<file path="src/rtl/tcs3200_emulator_pkg.sv">
// Shared encodings for the TCS3200 emulator: colour-select codes, FSM states
// and the saturating period counter helper.
package tcs3200_emulator_pkg;

  localparam logic [1:0] SEL_RED   = 2'b00;
  localparam logic [1:0] SEL_CLEAR = 2'b01;
  localparam logic [1:0] SEL_BLUE  = 2'b10;
  localparam logic [1:0] SEL_GREEN = 2'b11;

  localparam int unsigned PERIOD_W = 8;

  typedef enum logic [1:0] {
    ST_IDLE   = 2'd0,
    ST_SETTLE = 2'd1,
    ST_HIGH   = 2'd2,
    ST_LOW    = 2'd3
  } state_e;

  function automatic logic [PERIOD_W-1:0] sat_inc(input logic [PERIOD_W-1:0] v);
    return (v == '1) ? v : v + PERIOD_W'(1);
  endfunction

endpackage

</file>
<file path="src/rtl/tcs_half_period_regs.sv">
// Bank of four half-period registers indexed by colour select; writes of 0
// are stored as 1 so a phase always lasts at least one cycle.
module tcs_half_period_regs
  import tcs3200_emulator_pkg::*;
#(
  parameter int unsigned COUNT_WIDTH = 24,
  parameter int unsigned RED_HALF    = 100,
  parameter int unsigned GREEN_HALF  = 150,
  parameter int unsigned BLUE_HALF   = 200,
  parameter int unsigned CLEAR_HALF  = 50
) (
  input  logic                   clk,
  input  logic                   reset,
  input  logic                   wr_en_i,
  input  logic [1:0]             wr_sel_i,
  input  logic [COUNT_WIDTH-1:0] wr_data_i,
  input  logic [1:0]             rd_sel_i,
  output logic [COUNT_WIDTH-1:0] rd_data_o
);

  logic [COUNT_WIDTH-1:0] half_q [4];
  logic [COUNT_WIDTH-1:0] wr_val;

  assign wr_val = (wr_data_i == '0) ? COUNT_WIDTH'(1) : wr_data_i;

  always_ff @(posedge clk) begin
    if (!reset) begin
      half_q[SEL_RED]   <= COUNT_WIDTH'(RED_HALF);
      half_q[SEL_GREEN] <= COUNT_WIDTH'(GREEN_HALF);
      half_q[SEL_BLUE]  <= COUNT_WIDTH'(BLUE_HALF);
      half_q[SEL_CLEAR] <= COUNT_WIDTH'(CLEAR_HALF);
    end else if (wr_en_i) begin
      half_q[wr_sel_i] <= wr_val;
    end
  end

  assign rd_data_o = half_q[rd_sel_i];

endmodule

</file>
<file path="src/rtl/tcs3200_emulator.sv">
// TCS3200 colour sensor stand-in: square wave whose half-period follows the
// selected channel, with a settle interval after enable or selection change.
module tcs3200_emulator
  import tcs3200_emulator_pkg::*;
#(
  parameter int unsigned COUNT_WIDTH  = 24,
  parameter int unsigned SETTLE_TICKS = 64,
  parameter int unsigned RED_HALF     = 100,
  parameter int unsigned GREEN_HALF   = 150,
  parameter int unsigned BLUE_HALF    = 200,
  parameter int unsigned CLEAR_HALF   = 50
) (
  input  logic                   clk,
  input  logic                   reset,
  input  logic                   enable,
  input  logic [1:0]             colorSelect,
  input  logic                   cfgWrite,
  input  logic [1:0]             cfgChannel,
  input  logic [COUNT_WIDTH-1:0] cfgHalfPeriod,
  output logic                   frequencyOut,
  output logic                   active,
  output logic [7:0]             periodCount
);

  localparam logic [COUNT_WIDTH-1:0] SETTLE_LAST = COUNT_WIDTH'(SETTLE_TICKS - 1);

  state_e                 state_q;
  logic [COUNT_WIDTH-1:0] cnt_q;
  logic [COUNT_WIDTH-1:0] active_half_q;
  logic [1:0]             prev_sel_q;
  logic [PERIOD_W-1:0]    period_q;
  logic [COUNT_WIDTH-1:0] sel_half;
  logic                   phase_done;
  logic                   sel_changed;

  tcs_half_period_regs #(
    .COUNT_WIDTH (COUNT_WIDTH),
    .RED_HALF    (RED_HALF),
    .GREEN_HALF  (GREEN_HALF),
    .BLUE_HALF   (BLUE_HALF),
    .CLEAR_HALF  (CLEAR_HALF)
  ) u_regs (
    .clk       (clk),
    .reset     (reset),
    .wr_en_i   (cfgWrite),
    .wr_sel_i  (cfgChannel),
    .wr_data_i (cfgHalfPeriod),
    .rd_sel_i  (colorSelect),
    .rd_data_o (sel_half)
  );

  assign phase_done  = (cnt_q == active_half_q - COUNT_WIDTH'(1));
  assign sel_changed = (colorSelect != prev_sel_q);

  // Priority: reset, disable, select change, then normal phase sequencing.
  always_ff @(posedge clk) begin
    if (!reset) begin
      state_q       <= ST_IDLE;
      cnt_q         <= '0;
      active_half_q <= '0;
      prev_sel_q    <= SEL_RED;
      period_q      <= '0;
    end else begin
      prev_sel_q <= colorSelect;
      if (!enable) begin
        state_q <= ST_IDLE;
        cnt_q   <= '0;
      end else if (state_q != ST_IDLE && sel_changed) begin
        state_q  <= ST_SETTLE;
        cnt_q    <= '0;
        period_q <= '0;
      end else begin
        unique case (state_q)
          ST_IDLE: begin
            state_q <= ST_SETTLE;
            cnt_q   <= '0;
          end
          ST_SETTLE: begin
            if (cnt_q == SETTLE_LAST) begin
              state_q       <= ST_HIGH;
              cnt_q         <= '0;
              active_half_q <= sel_half;
            end else begin
              cnt_q <= cnt_q + COUNT_WIDTH'(1);
            end
          end
          ST_HIGH: begin
            if (phase_done) begin
              state_q       <= ST_LOW;
              cnt_q         <= '0;
              active_half_q <= sel_half;
            end else begin
              cnt_q <= cnt_q + COUNT_WIDTH'(1);
            end
          end
          ST_LOW: begin
            if (phase_done) begin
              state_q       <= ST_HIGH;
              cnt_q         <= '0;
              active_half_q <= sel_half;
              period_q      <= sat_inc(period_q);
            end else begin
              cnt_q <= cnt_q + COUNT_WIDTH'(1);
            end
          end
          default: begin
            state_q <= ST_IDLE;
            cnt_q   <= '0;
          end
        endcase
      end
    end
  end

  // Pure decodes of the state register, so they cannot glitch.
  assign frequencyOut = (state_q == ST_HIGH);
  assign active       = (state_q == ST_HIGH) || (state_q == ST_LOW);
  assign periodCount  = period_q;

endmodule

</file>
<file path="config.mk">
export PLATFORM = sky130hd
export DESIGN_NAME = tcs3200_emulator
export DESIGN_NICKNAME = d
export VERILOG_FILES = /design/src/rtl/tcs3200_emulator_pkg.sv /design/src/rtl/tcs_half_period_regs.sv /design/src/rtl/tcs3200_emulator.sv
export SDC_FILE = /design/constraint.sdc
export NUM_CORES = 1
export LEC_CHECK = 0
export ABC_AREA = 0
export BUFFER_PORTS_ARGS = -buffer_cell sky130_fd_sc_hd__buf_2
export CORE_UTILIZATION = 65
export CTS_BUF_LIST = sky130_fd_sc_hd__clkbuf_4 sky130_fd_sc_hd__clkbuf_8
export DETAILED_ROUTE_END_ITERATION = 7
export GPL_ROUTABILITY_DRIVEN = 0
export MAX_ROUTING_LAYER = met4
export PLACE_DENSITY = 0.83
export SKIP_LAST_GASP = 1
export SYNTH_ARGS = -nofsm -noshare
export SYNTH_HDL_FRONTEND = slang
export SYNTH_HIERARCHICAL = 1
export SYNTH_SLANG_ARGS = --single-unit
</file>
<file path="constraint.sdc">
create_clock -name clk -period 8.8 [get_ports clk]
set_clock_uncertainty 0.2 [all_clocks]
set_input_delay 1.32 -clock clk [delete_from_list [all_inputs] [get_ports clk]]
set_output_delay 1.32 -clock clk [all_outputs]
set_load 0.02 [all_outputs]
</file>
# == Word-level counts from Yosys, hierarchy flattened ==
# Memories as Yosys holds them, arrays and structs flattened.
# Index checks and enable logic that the tools add are counted.
# W data, S select, Z words.
# classes
n_addsub,3
eq_ne,15
mux,23
bitwise_logic,3
reduce_logical,16
# op_table
op,count
$mux W24,6
$pmux W24 S3,1
$pmux W24 S2,1
$mux W8,4
$add A24 B1 Y24 const B,1
$eq A24 B24 Y1,1
$eq A24 B6 Y1 const B,1
$logic_not A24 Y1,1
$reduce_or A24 Y1,1
$sub A24 B1 Y24 const B,1
$add A8 B1 Y8 const B,1
$eq A8 B8 Y1 const B,1
$mux W2,4
$pmux W2 S4,1
$reduce_bool A2 Y1,4
$mux W1,6
$ne A2 B2 Y1 const B,3
$ne A3 B3 Y1 const B,2
$reduce_and A3 Y1,2
$reduce_and A5 Y1,1
$eq A2 B2 Y1 const B,2
$ne A2 B1 Y1 const B,2
$reduce_and A4 Y1,1
$ne A3 B1 Y1 const B,1
9 further kinds,11
# word_totals
reg_bits,60
mem_bits_rw,96
input_bits,32
output_inout_bits,10
mem_count,1
# memory_table
name,words,width,read_ports,rd_clocked_by_memory_dff,write_ports,line_no,source
u_regs.half_q,4,24,1,0,4,tcs_half_period_regs.sv:21,logic [COUNT_WIDTH-1:0] half_q [4];

# == Depth between registers and ports, before layout ==
# Gate-level depths: netlist of run 1.
# depth
word_depth,5
mapped_depth,11

# == By module ==
# The synthesis of run 1 kept the hierarchy.
# modules_own_cells
module,n_inst,cells_each,area_each_um2,seq_area_each_um2
tcs_half_period_regs,1,256,4342.9,2882.8
tcs3200_emulator,1,464,3758.6,1201.2

# == Worst setup path before layout of run 1 ==
# OpenSTA, ideal clock, no wires.
# synth_timing
path_type,reg2reg
start,register active_half_q[15]
end,register active_half_q[10]
setup_time_ns,0.072
arrival_ns,3.141
t_required_ns,8.528
setup_slack_ns,5.388
stages_incl_launch_ff,12
synth_period_minus_slack_ns,3.412
path_cell_list,dfxtp_1 > buf_6 > or4_4 > or4_1 > buf_6 > nor3_2 > o32ai_1 > nor4_1 > a41oi_2 > nor4_4 > buf_6 > mux2i_1
# synth_via
elab_chain_cells,4
# synth_lines
element,line_no,source
"start, declared",tcs3200_emulator.sv:29,logic [COUNT_WIDTH-1:0] active_half_q;
"start signal, assigned",tcs3200_emulator.sv:82,active_half_q <= sel_half;
"start signal, assigned",tcs3200_emulator.sv:91,active_half_q <= sel_half;
"start signal, assigned",tcs3200_emulator.sv:100,active_half_q <= sel_half;
$sub A24 B1 Y24,tcs3200_emulator.sv:52,assign phase_done = (cnt_q == active_half_q - COUNT_WIDTH'(1));
$eq A24 B24 Y1,tcs3200_emulator.sv:52,
$ne A2 B1 Y1 (no source line),-,
$reduce_and A5 Y1 (no source line),-,
# No other way between the ends.
# A chain may end at the register's enable or synchronous reset.

# == Final worst setup path of run 1 ==
# layout_timing
start,register active_half_q[11]
end,"register period_q[3], in the netlist periodCount[3]"
# layout_via
elab_chain_cells,4
# layout_lines
element,line_no,source
$sub A24 B1 Y24,tcs3200_emulator.sv:52,
$eq A24 B24 Y1,tcs3200_emulator.sv:52,
$reduce_bool A2 Y1 (no source line),-,
$reduce_and A4 Y1 (no source line),-,
"end signal, assigned",tcs3200_emulator.sv:101,period_q <= sat_inc(period_q);
"end, declared",tcs3200_emulator.sv:31,logic [PERIOD_W-1:0] period_q;
# No other way between the ends.

==> results.py, run 1 <==
metrics = {
    "synth": {
        "ys_warn_count": 6,
        "synth_flop_cell": "edfxtp_1",
        "syn_area_um2": 8100,
        "synth_edf_count": 96,
        "synth.most_common_cell": "edfxtp_1",
        "synth_area_leader_cell": "edfxtp_1",
        "synth-seq-cells": 156,
        "ys_types": 70,
        "synth_top_area_share_pct": 35.6,
        "ys_seq_area_share_pct": 50.4,
        "synth_common_cells": "96 x edfxtp_1, 84 x and2_1, 83 x nand2_1",
        "syn_inst": 720,
        "synth.avg_cell_area_um2": 11.3,
        "async_reset_ff_share_pct": 0,
        "synth.area.top_cells": "edfxtp_1 36%, dfxtp_1 15%, and2_1 6.5%, mux4_2 5.6%, nand2_1 3.8%",
        "syn-num-nets": 755,
    },
    "drt": {
        "wl_met1_um": 6880,
        "top_layer_used": "met4",
        "wl_met3_um": 1030,
        "ant_nets": 0,
        "vias_per_cell": 5.99,
        "wl_met2_um": 7950,
        "remaining_drc_errors": 0,
        "wl_um": 16200,
        "vias": 5540,
        "wl_per_cell_um": 17.5,
        "dr.pass1.iters": 5,
        "drtIter0Drc": 435,
    },
    "critical_path": {
        "cpPeakStageDelay_ps": 670,
        "cp_max_fo": 12,
        "critPathMostFrequentCell": "or4_1",
        "critical_path_required_ps": 8980,
        "worst-r2r-cell-count": 8,
        "crit_family": "simple AND/OR/NAND/NOR gates",
        "path_cells": "nor4_1 > nand2_1 > or4_1 > a32o_1 > o21ai_0 > nand4b_1 > or4_1 > a31oi_1",
        "critical_path.startpoint_type": "register",
        "critical_path_depth": 8,
        "endpoint_kind": "register",
        "crit_buf_inv": 0,
        "cp.arrival_ps": 4180,
        "crit_type": "register to register",
        "cpMaxStageDelayCell": "nor4_1",
    },
    "die": {
        "start_util_pct": 67.2,
        "io_pins": 42,
        "coreArea_um2": 12100,
        "die_h_um": 114,
        "die_x_um": 114,
        "die_area_um2": 12900,
        "rows": 40,
    },
    "pwr": {
        "power_density_nw_per_um2": 172,
        "p_leak_nw": 3.05,
        "vdd_drop_max_mv": 0.175,
    },
    "placement": {
        "pre_cts_ws_ps": 4510,
        "dp_hpwl_um": 11500,
        "placed_area_um2": 8270,
        "io_buffers": 41,
    },
    "timing": {
        "max_freq_mhz": 250,
        "final_max_slew_viol_count": 0,
        "setup_ws_ps": 4800,
        "period_minus_slack_ps": 4000,
        "hold_violations": 0,
        "setup_tns_ps": 0,
        "finalSetupViolCount": 0,
        "hold_ws_ps": 284,
        "rsz0062_at_grt": "no",
        "maxSlewHeadroom_pct": 20.7,
        "tightest_slew_ps": 1190,
        "finalCritPeriodShare_pct": 45.5,
    },
    "grt": {
        "grt_overflow": 0,
        "first_global_vias": 5434,
        "gr-usage-all-layers_pct": 28.1,
        "grt_max_degree": 69,
        "antenna_found_initial": 0,
        "grt_pass1_wl_um": 26800,
    },
    "worst_hold_path": {
        "min_path_type": "register to register",
        "min_path_cells": 2,
    },
    "cts": {
        "clk_path_buf_depth": 2,
        "ctsHoldBuffers": 0,
        "path_clk_slew_ps": 80,
        "insertion_delay_ps": 450,
        "htreeDepth": 4,
        "cts-resized-gates": 0,
        "cts_tree": "built",
        "cts_setup_buffers": 0,
        "cts_buffers": 17,
        "root_buffer": "clkbuf_8",
        "clock_sinks": 156,
    },
    "status": {
        "status": "completed",
    },
    "flow_run": {
        "max-cap-violations": 0,
    },
    "final_layout": {
        "drive_gt1_share_pct": 15.1,
        "nets": 779,
        "fin_area_um2": 8670,
        "area_delta_synth_final_pct": 6.98,
        "fillers": 846,
        "multi_input_area_um2": 3700,
        "antennaDiodeCount": 0,
        "regArea_um2": 4080,
        "finish.utilization_pct": 71.9,
    },
}
-- power breakdown --
part	switching [mW]	internal, mW	leakage [nW]
sequential	0.0142	0.810	1.42
clock	0.277	0.257	0.196
combinational	0.0774	0.0576	1.44
total	0.368	1.12	3.05
-- metal layers --
layer / vias up / GRT usage, %
li1: 2650 / -
met1: 2650 / 35.5
met4: 0 / 10.4
met2: 211 / 45.4
met3: 29 / 5.10
met5: - / -
-- worst register-to-register path: cells and delay by family (launching register included) --
kind / cells / cell delay [ps]
compound gates: 3 / 710
flops: 1 / 390
simple gates: 5 / 2610
-- path summary, 6_finish.rpt --
| kind | start | end | slack, ps |
|---|---|---|---|
| max | active_half_q[11]$_SDFFE_PN0P_ | periodCount[3]$_SDFFE_PN0P_ | 4800 |
| min | active_half_q[23]$_SDFFE_PN0P_ | active_half_q[23]$_SDFFE_PN0P_ | 280 |
| max reg2reg | active_half_q[11]$_SDFFE_PN0P_ | periodCount[3]$_SDFFE_PN0P_ | 4800 |
| min reg2reg | active_half_q[23]$_SDFFE_PN0P_ | active_half_q[23]$_SDFFE_PN0P_ | 280 |
-- cell usage in the layout, fill, tap and decap left out, types with 4 or more instances in the layout --
| cell type | Yosys | routed |
|---|---|---|
| a21oi_1 | 8 | 8 |
| a31oi_1 | 5 | 5 |
| and2_1 | 84 | 84 |
| and3_1 | 11 | 11 |
| buf_2 | 11 | 41 |
| buf_4 | 2 | 4 |
| clkbuf_8 | 0 | 17 |
| dfxtp_1 | 60 | 60 |
| edfxtp_1 | 96 | 96 |
| inv_1 | 11 | 11 |
| inv_6 | 0 | 7 |
| mux2i_1 | 27 | 27 |
| mux4_1 | 4 | 4 |
| mux4_2 | 20 | 20 |
| nand2_1 | 83 | 83 |
| nand2b_1 | 19 | 19 |
| nand3_1 | 27 | 27 |
| nand4_1 | 10 | 10 |
| nor2_1 | 47 | 47 |
| nor2b_1 | 4 | 4 |
| nor3_1 | 10 | 10 |
| nor4_1 | 13 | 13 |
| o211ai_1 | 5 | 5 |
| o21ai_0 | 8 | 8 |
| o21ai_1 | 4 | 4 |
| or4_1 | 7 | 7 |
| xnor2_1 | 27 | 27 |
| xor2_1 | 28 | 28 |
-- cell families after synthesis --
family / count (synthesis) / synth area share (%)
and+or+nand+nor: 345 / 23.6
DFF: 156 / 50.4
AOI/OAI and AO/OA: 58 / 5.34
xor gates and xnor gates: 56 / 6.15
buffers and inverters: 51 / 3.89
muxes: 51 / 10.2
adders and majority gates: 3 / 0.463
-- area by class of cell --
| cell class | instances | area share, % |
|---|---|---|
| Tap cell | 168 | 2.43 |
| Timing Repair Buffer | 45 | 2.71 |
| Multi-Input combinational cell | 513 | 42.7 |
| Sequential cell | 156 | 47.1 |
| Clock buffer | 17 | 2.70 |
| Inverter | 11 | 0.476 |
| Clock inverter | 15 | 1.85 |
-- stage by stage --
stage          instances  total power [mW]
6_report             925              1.49
5_1_grt              925              1.55
4_1_cts              925              1.50
3_5_place_dp         893             0.975
3_3_place_gp         893             0.968
2_1_floorplan        720             0.937
-- state kept, by name (all words and copies together) (netlist names) --
register and count:
periodCount 8, prev_sel_q 2, active_half_q 24, state_q 2
u_regs/half_q 96, cnt_q 24
No activity file was read; power rests on OpenSTA's default activity.
==> inputs of run 2 (changes only) <==
Settings changed: CORE_UTILIZATION 65 to 64, PLACE_DENSITY 0.83 to 0.82.
Clock period 8.8 ns to 4 ns, I/O delays scaled along.
==> run 2 against run 1 <==
Sequential share of layout area down 0.58 points; routed wire length increased by 5.6%; flip-flop and latch count did not move; cell count increased by 1.4%; worst setup slack lost 4600 ps; critical path depth increased by 1; maximum frequency increased by 4.1%; global-route usage is 0.79 points higher; register-to-register slack worse by 4600 ps; design area rose by 1.2%; die area increased by 1.5%; first-iteration DRC count down 6.2%; critical endpoint is now periodCount[5]$_SDFFE_PN0P_; largest power group unchanged.
==> results.py, run 2 (synthesized netlist as in run 1, its figures left out) <==
metrics = {
    "status": {
        "status": "completed",
    },
    "timing": {
        "rsz0062_at_grt": "no",
        "setup_tns_ps": 0,
        "max_freq_mhz": 260,
        "tightest_slew_ps": 773,
        "finalCritPeriodShare_pct": 96.0,
        "hold_violations": 0,
        "finalSetupViolCount": 0,
        "maxSlewHeadroom_pct": 48.0,
        "period_minus_slack_ps": 3840,
        "final_max_slew_viol_count": 0,
    },
    "critical_path": {
        "critical_path.startpoint_type": "register",
        "crit_buf_inv": 1,
        "path_cells": "nor4_2 > and3b_1 > a31oi_1 > a2111o_1 > a2111oi_0 > nand4b_1 > buf_4 > or3_1 > a221oi_1",
        "cp.arrival_ps": 3990,
        "cpMaxStageDelayCell": "nor4_2",
        "crit_family": "simple AND/OR/NAND/NOR gates",
        "crit_type": "register to register",
        "critical_path_required_ps": 4150,
        "cp_max_fo": 12,
        "cpPeakStageDelay_ps": 720,
        "endpoint_kind": "register",
    },
    "grt": {
        "gr-max-usage-layer": "met2",
        "use_met3_pct": 6.14,
        "grt_pass1_wl_um": 27600,
        "grt_use_met2_pct": 47.4,
        "first_global_vias": 5660,
        "gr-usage-all-layers_pct": 28.9,
        "grt_overflow": 0,
        "grt_max_degree": 48,
        "use_met1_pct": 34.7,
        "antenna_found_initial": 0,
    },
    "pwr": {
        "power_density_nw_per_um2": 372,
        "power_frac_comb_pct": 9.6,
        "netSwitchingFraction_pct": 24.2,
        "power.total_mw": 3.26,
        "internal-power_mw": 2.48,
        "seqPwrFrac_pct": 55.3,
        "p_leak_nw": 3.13,
        "clockPowerShare_pct": 35.1,
        "power.switching_mw": 0.789,
        "vdd_drop_max_mv": 0.356,
    },
    "final_layout": {
        "top_regs": "u_regs/half_q x96, active_half_q x24, cnt_q x24",
        "fillers": 836,
        "area_delta_synth_final_pct": 8.31,
        "layout_commonest_cell": "edfxtp_1",
        "largest_reg_flops": 96,
        "antennaDiodeCount": 0,
        "final_cell_mix": "96 x edfxtp_1, 84 x and2_1, 83 x nand2_1, 60 x dfxtp_1, 47 x nor2_1",
        "drive_gt1_share_pct": 16.4,
        "nets": 792,
        "fin_area_um2": 8770,
        "finish.utilization_pct": 72.2,
        "regMostFlops": "u_regs/half_q",
    },
    "drt": {
        "remaining_drc_errors": 0,
        "wl_um": 17100,
        "vias": 5645,
        "drtIter0Drc": 408,
        "vias_per_cell": 6.02,
        "ant_nets": 0,
        "wl_per_cell_um": 18.2,
        "dr.pass1.iters": 5,
    },
    "cts": {
        "cts_tree": "built",
        "path_clk_slew_ps": 80,
        "root_buffer": "clkbuf_8",
        "cts_buffers": 17,
        "insertion_delay_ps": 460,
        "clock_sinks": 156,
        "clk_path_buf_depth": 2,
        "htreeDepth": 4,
        "ctsHoldBuffers": 0,
    },
    "placement": {
        "io_buffers": 41,
        "dp_hpwl_um": 11600,
        "placed_area_um2": 8380,
    },
    "worst_hold_path": {
        "min_path_type": "input pin to register",
    },
    "flow_run": {
        "max-cap-violations": 0,
    },
    "die": {
        "die_h_um": 115,
        "io_pins": 42,
        "coreArea_um2": 12200,
        "start_util_pct": 66.6,
        "die_x_um": 115,
        "rows": 40,
        "die_area_um2": 13100,
    },
}
## run 2: changes by cell type in the layout (fill, tap and decap cells not counted), sizes merged
cell and change:
buf +13, clkbuf +1, clkinv +4, clkinvlp -1, inv -4
## run 2: what timing repair did
action                                  CTS  global route
endpoints found under the setup margin    0             8
setup buffers                             0             1
endpoints found under the hold margin     0             0
resized for setup                         0             1
## run 2: layout make-up
| class | instances | area (µm²) | area share [%] |
|---|---|---|---|
| clock buffer | 18 | 241 | 2.75 |
| clock inverter | 14 | 141 | 1.61 |
| inverter | 11 | 41.3 | 0.471 |
| multi-input combinational | 513 | 3710 | 42.3 |
| sequential | 156 | 4080 | 46.5 |
| tap | 168 | 210 | 2.40 |
| timing repair buffer | 58 | 345 | 3.94 |
## run 2: layer usage
| layer | routed length (µm) | vias up |
|---|---|---|
| met5 | 0 | - |
| met1 | 7140 | 2704 |
| met2 | 8420 | 219 |
| met4 | 390 | 0 |
| met3 | 1110 | 38 |
| li1 | - | 2684 |
## run 2: stage by stage
stage / std cells / hold slack, ps / setup WS, ps
2_1_floorplan: 720 / 246 / 588
6_report: 938 / 193 / 158
3_5_place_dp: 905 / 280 / 81.4
4_1_cts: 937 / 160 / 45.0
5_1_grt: 938 / 188 / 21.2
3_3_place_gp: 905 / 279 / 207
## run 2: worst min-delay path: cells and delay by family
| kind | cells | cell delay (ps) |
|---|---|---|
| simple gates | 1 | 50 |
| compound gates | 1 | 40 |
| buf+inv | 1 | 110 |
## run 2: power by group through the flow
stage	clock network (mW)	registers, mW	logic (mW)
after global routing	1.23	1.81	0.340
after global placement	0	1.83	0.300
final	1.15	1.80	0.313
after detailed placement	0	1.84	0.310
after floorplan	0	1.83	0.229
after CTS	1.17	1.80	0.311
## run 2: worst paths after layout
path | from | endpoint | slack (ps) | cells past startpoint
worst max-delay path | active_half_q[0]$_SDFFE_PN0P_ | periodCount[5]$_SDFFE_PN0P_ | 160 | 9
worst min-delay path | enable | state_q[0]$_SDFFE_PN0P_ | 190 | 3
worst max register to register | active_half_q[0]$_SDFFE_PN0P_ | periodCount[5]$_SDFFE_PN0P_ | 160 | 9
worst min register to register | active_half_q[6]$_SDFFE_PN0P_ | active_half_q[6]$_SDFFE_PN0P_ | 290 | 2
==> inputs of run 3 (changes only) <==
Settings changed: ABC_AREA 0 to 1, CTS_BUF_LIST sky130_fd_sc_hd__clkbuf_4 sky130_fd_sc_hd__clkbuf_8 to sky130_fd_sc_hd__clkbuf_8.
==> run 3 against run 2 <==
Core utilization decreased by 1.4 points; register-to-register slack improved by 810 ps; power increased by 1.0%; global-route usage increased by 0.31 points; cell count increased by 39%; non-clock buffer count decreased by 6; combinational power increased by 21%; routed wire length increased by 3.8%; critical endpoint is now cnt_q[11]$_SDFF_PP0_; largest power group unchanged.
==> results.py, run 3 <==
metrics = {
    "grt": {
        "grt_pass1_wl_um": 29000,
        "antenna_found_initial": 0,
        "grt_overflow": 0,
        "gr-usage-all-layers_pct": 29.2,
        "first_global_vias": 6166,
        "grt_max_degree": 51,
    },
    "synth": {
        "synth_edf_count": 96,
        "syn-num-nets": 1123,
        "synth-seq-cells": 156,
        "syn_inst": 1088,
        "synth_top_area_share_pct": 34.8,
        "synth.area.top_cells": "edfxtp_1 35%, dfxtp_1 14%, nor2_1 12%, nand2_1 9.8%, inv_1 6.8%",
        "synth_area_leader_cell": "edfxtp_1",
        "syn_area_um2": 8290,
        "synth.avg_cell_area_um2": 7.62,
        "async_reset_ff_share_pct": 0,
        "ys_seq_area_share_pct": 49.3,
        "synth.most_common_cell": "nor2_1",
        "synth_common_cells": "263 x nor2_1, 217 x nand2_1, 151 x inv_1",
        "synth_flop_cell": "edfxtp_1",
        "ys_warn_count": 6,
        "ys_types": 37,
    },
    "final_layout": {
        "final_cell_mix": "263 x nor2_1, 217 x nand2_1, 151 x inv_1, 96 x edfxtp_1, 60 x dfxtp_1",
        "area_delta_synth_final_pct": 7.78,
        "regMostFlops": "u_regs/half_q",
        "antennaDiodeCount": 0,
        "top_regs": "u_regs/half_q x96, active_half_q x24, cnt_q x24",
        "regArea_um2": 4080,
        "fillers": 1054,
        "largest_reg_flops": 96,
        "nets": 1153,
        "drive_gt1_share_pct": 9.64,
        "finish.utilization_pct": 70.8,
        "layout_commonest_cell": "nor2_1",
        "multi_input_area_um2": 3370,
    },
    "critical_path": {
        "critical_path_required_ps": 4110,
        "cp_max_fo": 27,
        "reg2reg_to": "cnt_q[11]$_SDFF_PP0_",
        "crit_type": "register to register",
        "reg2reg_slack_ps": 970,
        "cp.arrival_ps": 3140,
        "worst-r2r-cell-count": 15,
        "startpoint": "active_half_q[0]$_SDFFE_PN0P_",
        "r2r_start": "active_half_q[0]$_SDFFE_PN0P_",
        "crit_end": "cnt_q[11]$_SDFF_PP0_",
        "critical_path.startpoint_type": "register",
        "endpoint_kind": "register",
    },
    "cts": {
        "insertion_delay_ps": 460,
        "path_clk_slew_ps": 80,
        "clk_path_buf_depth": 2,
        "cts_buffers": 17,
        "cts_setup_buffers": 0,
        "cts-resized-gates": 0,
        "ctsHoldBuffers": 0,
        "cts_tree": "built",
        "clock_sinks": 156,
        "htreeDepth": 4,
        "root_buffer": "clkbuf_8",
    },
    "drt": {
        "wl_per_cell_um": 13.6,
        "ant_nets": 0,
        "wl_met2_um": 8450,
        "wl_um": 17700,
        "dr.pass1.iters": 5,
        "remaining_drc_errors": 0,
        "vias_per_cell": 5.26,
        "drtIter0Drc": 583,
        "top_layer_used": "met4",
        "wl_met3_um": 1260,
        "vias": 6851,
        "wl_met1_um": 7720,
    },
    "status": {
        "status": "completed",
    },
    "timing": {
        "finalCritPeriodShare_pct": 75.8,
        "rsz0062_at_grt": "no",
        "period_minus_slack_ps": 3030,
        "max_freq_mhz": 330,
        "finalSetupViolCount": 0,
        "maxSlewHeadroom_pct": 45.4,
        "setup_tns_ps": 0,
        "final_max_slew_viol_count": 0,
        "hold_violations": 0,
        "tightest_slew_ps": 818,
    },
    "pwr": {
        "power_density_nw_per_um2": 369,
        "netSwitchingFraction_pct": 27.0,
        "power_frac_comb_pct": 11.5,
        "seqPwrFrac_pct": 54.8,
        "internal-power_mw": 2.41,
        "vdd_drop_max_mv": 0.352,
        "power.switching_mw": 0.892,
        "p_leak_nw": 4.03,
        "clockPowerShare_pct": 33.6,
    },
    "die": {
        "die_area_um2": 13400,
        "coreArea_um2": 12600,
        "io_pins": 42,
        "start_util_pct": 65.7,
        "die_h_um": 116,
        "die_x_um": 116,
        "rows": 41,
    },
    "flow_run": {
        "max-cap-violations": 0,
    },
    "worst_hold_path": {
        "min_path_cells": 3,
        "min_path_type": "input pin to register",
    },
    "placement": {
        "dp_hpwl_um": 12200,
        "io_buffers": 41,
    },
}
run 3: cell types whose count changed in the layout (fill, tap and decap cells not counted), moves of 27 or more:
| cell | delta |
|---|---|
| nor2_1 | +216 |
| inv_1 | +140 |
| nand2_1 | +134 |
| and2_1 | -84 |
| o21ai_0 | +51 |
| mux2i_1 | -27 |
run 3: final cells by class:
| cell class | count | share of cell area [%] |
|---|---|---|
| flip-flops and latches | 156 | 45.7 |
| multi-input cells | 731 | 37.7 |
| inverters | 160 | 6.73 |
| repair buffers | 52 | 3.22 |
| clock buffers | 17 | 2.62 |
| well taps | 172 | 2.41 |
| clock inverters | 15 | 1.56 |
run 3: critical path, cell delays in order (launching register included):
cell and delay, ps:
dfxtp_1 330, inv_2 80, ha_1 200, nand3_2 140
nor2_4 200, nand2_2 110, o21ai_1 130, nand2_1 60
nor2_1 110, nand2_1 70, nor2_1 110, nand2_2 110
nand2_4 240, nand2_1 120, nand2_1 560, nor3_1 110
run 3: cell families (layout without fill, tap and decap cells):
family	after synthesis	in the layout	synth area share (%)
AND/OR/NAND/NOR	592	592	30.1
buffers and inverters	201	244	10.0
flip-flops	156	156	49.3
AO/OA/AOI/OAI	106	106	6.96
XOR/XNOR	30	30	3.17
adder cells (fa/ha/maj)	3	3	0.453
run 3: through the flow:
stage               instances  setup WS, ps  hold slack [ps]  power (mW)  area (µm²)
finish                   1303           966              224        3.30        8930
global route             1303           544              218        3.44        8930
floorplan                1088          1710              241        2.12        8290
global placement         1271           760              266        2.21        8560
detailed placement       1271           739              274        2.22        8560
CTS                      1303           919              196        3.31        8930
run 3: worst min path at each step:
| stage | slack (ps) | endpoint | from |
|---|---|---|---|
| global route | 220 | state_q[0]$_SDFFE_PN0P_ | enable |
| global placement | 270 | cnt_q[0]$_SDFF_PP0_ | cnt_q[0]$_SDFF_PP0_ |
| floorplan | 240 | cnt_q[0]$_SDFF_PP0_ | cnt_q[0]$_SDFF_PP0_ |
| detailed placement | 270 | cnt_q[0]$_SDFF_PP0_ | cnt_q[0]$_SDFF_PP0_ |
| finish | 220 | state_q[0]$_SDFFE_PN0P_ | enable |
| CTS | 200 | state_q[0]$_SDFFE_PN0P_ | enable |
run 3: power by group through the flow:
stage               clock, mW  combinational, mW  sequential [mW]
finish                   1.11              0.380             1.81
global route             1.20              0.433             1.82
global placement            0              0.369             1.84
floorplan                   0              0.279             1.84
detailed placement          0              0.376             1.85
CTS                      1.13              0.378             1.81
run 3: metal layers:
metal / track usage, % / vias up
met3: 4.81 / 29
met1: 37.2 / 3059
met2: 47.1 / 234
met5: - / -
met4: 10.4 / 0
li1: - / 3529
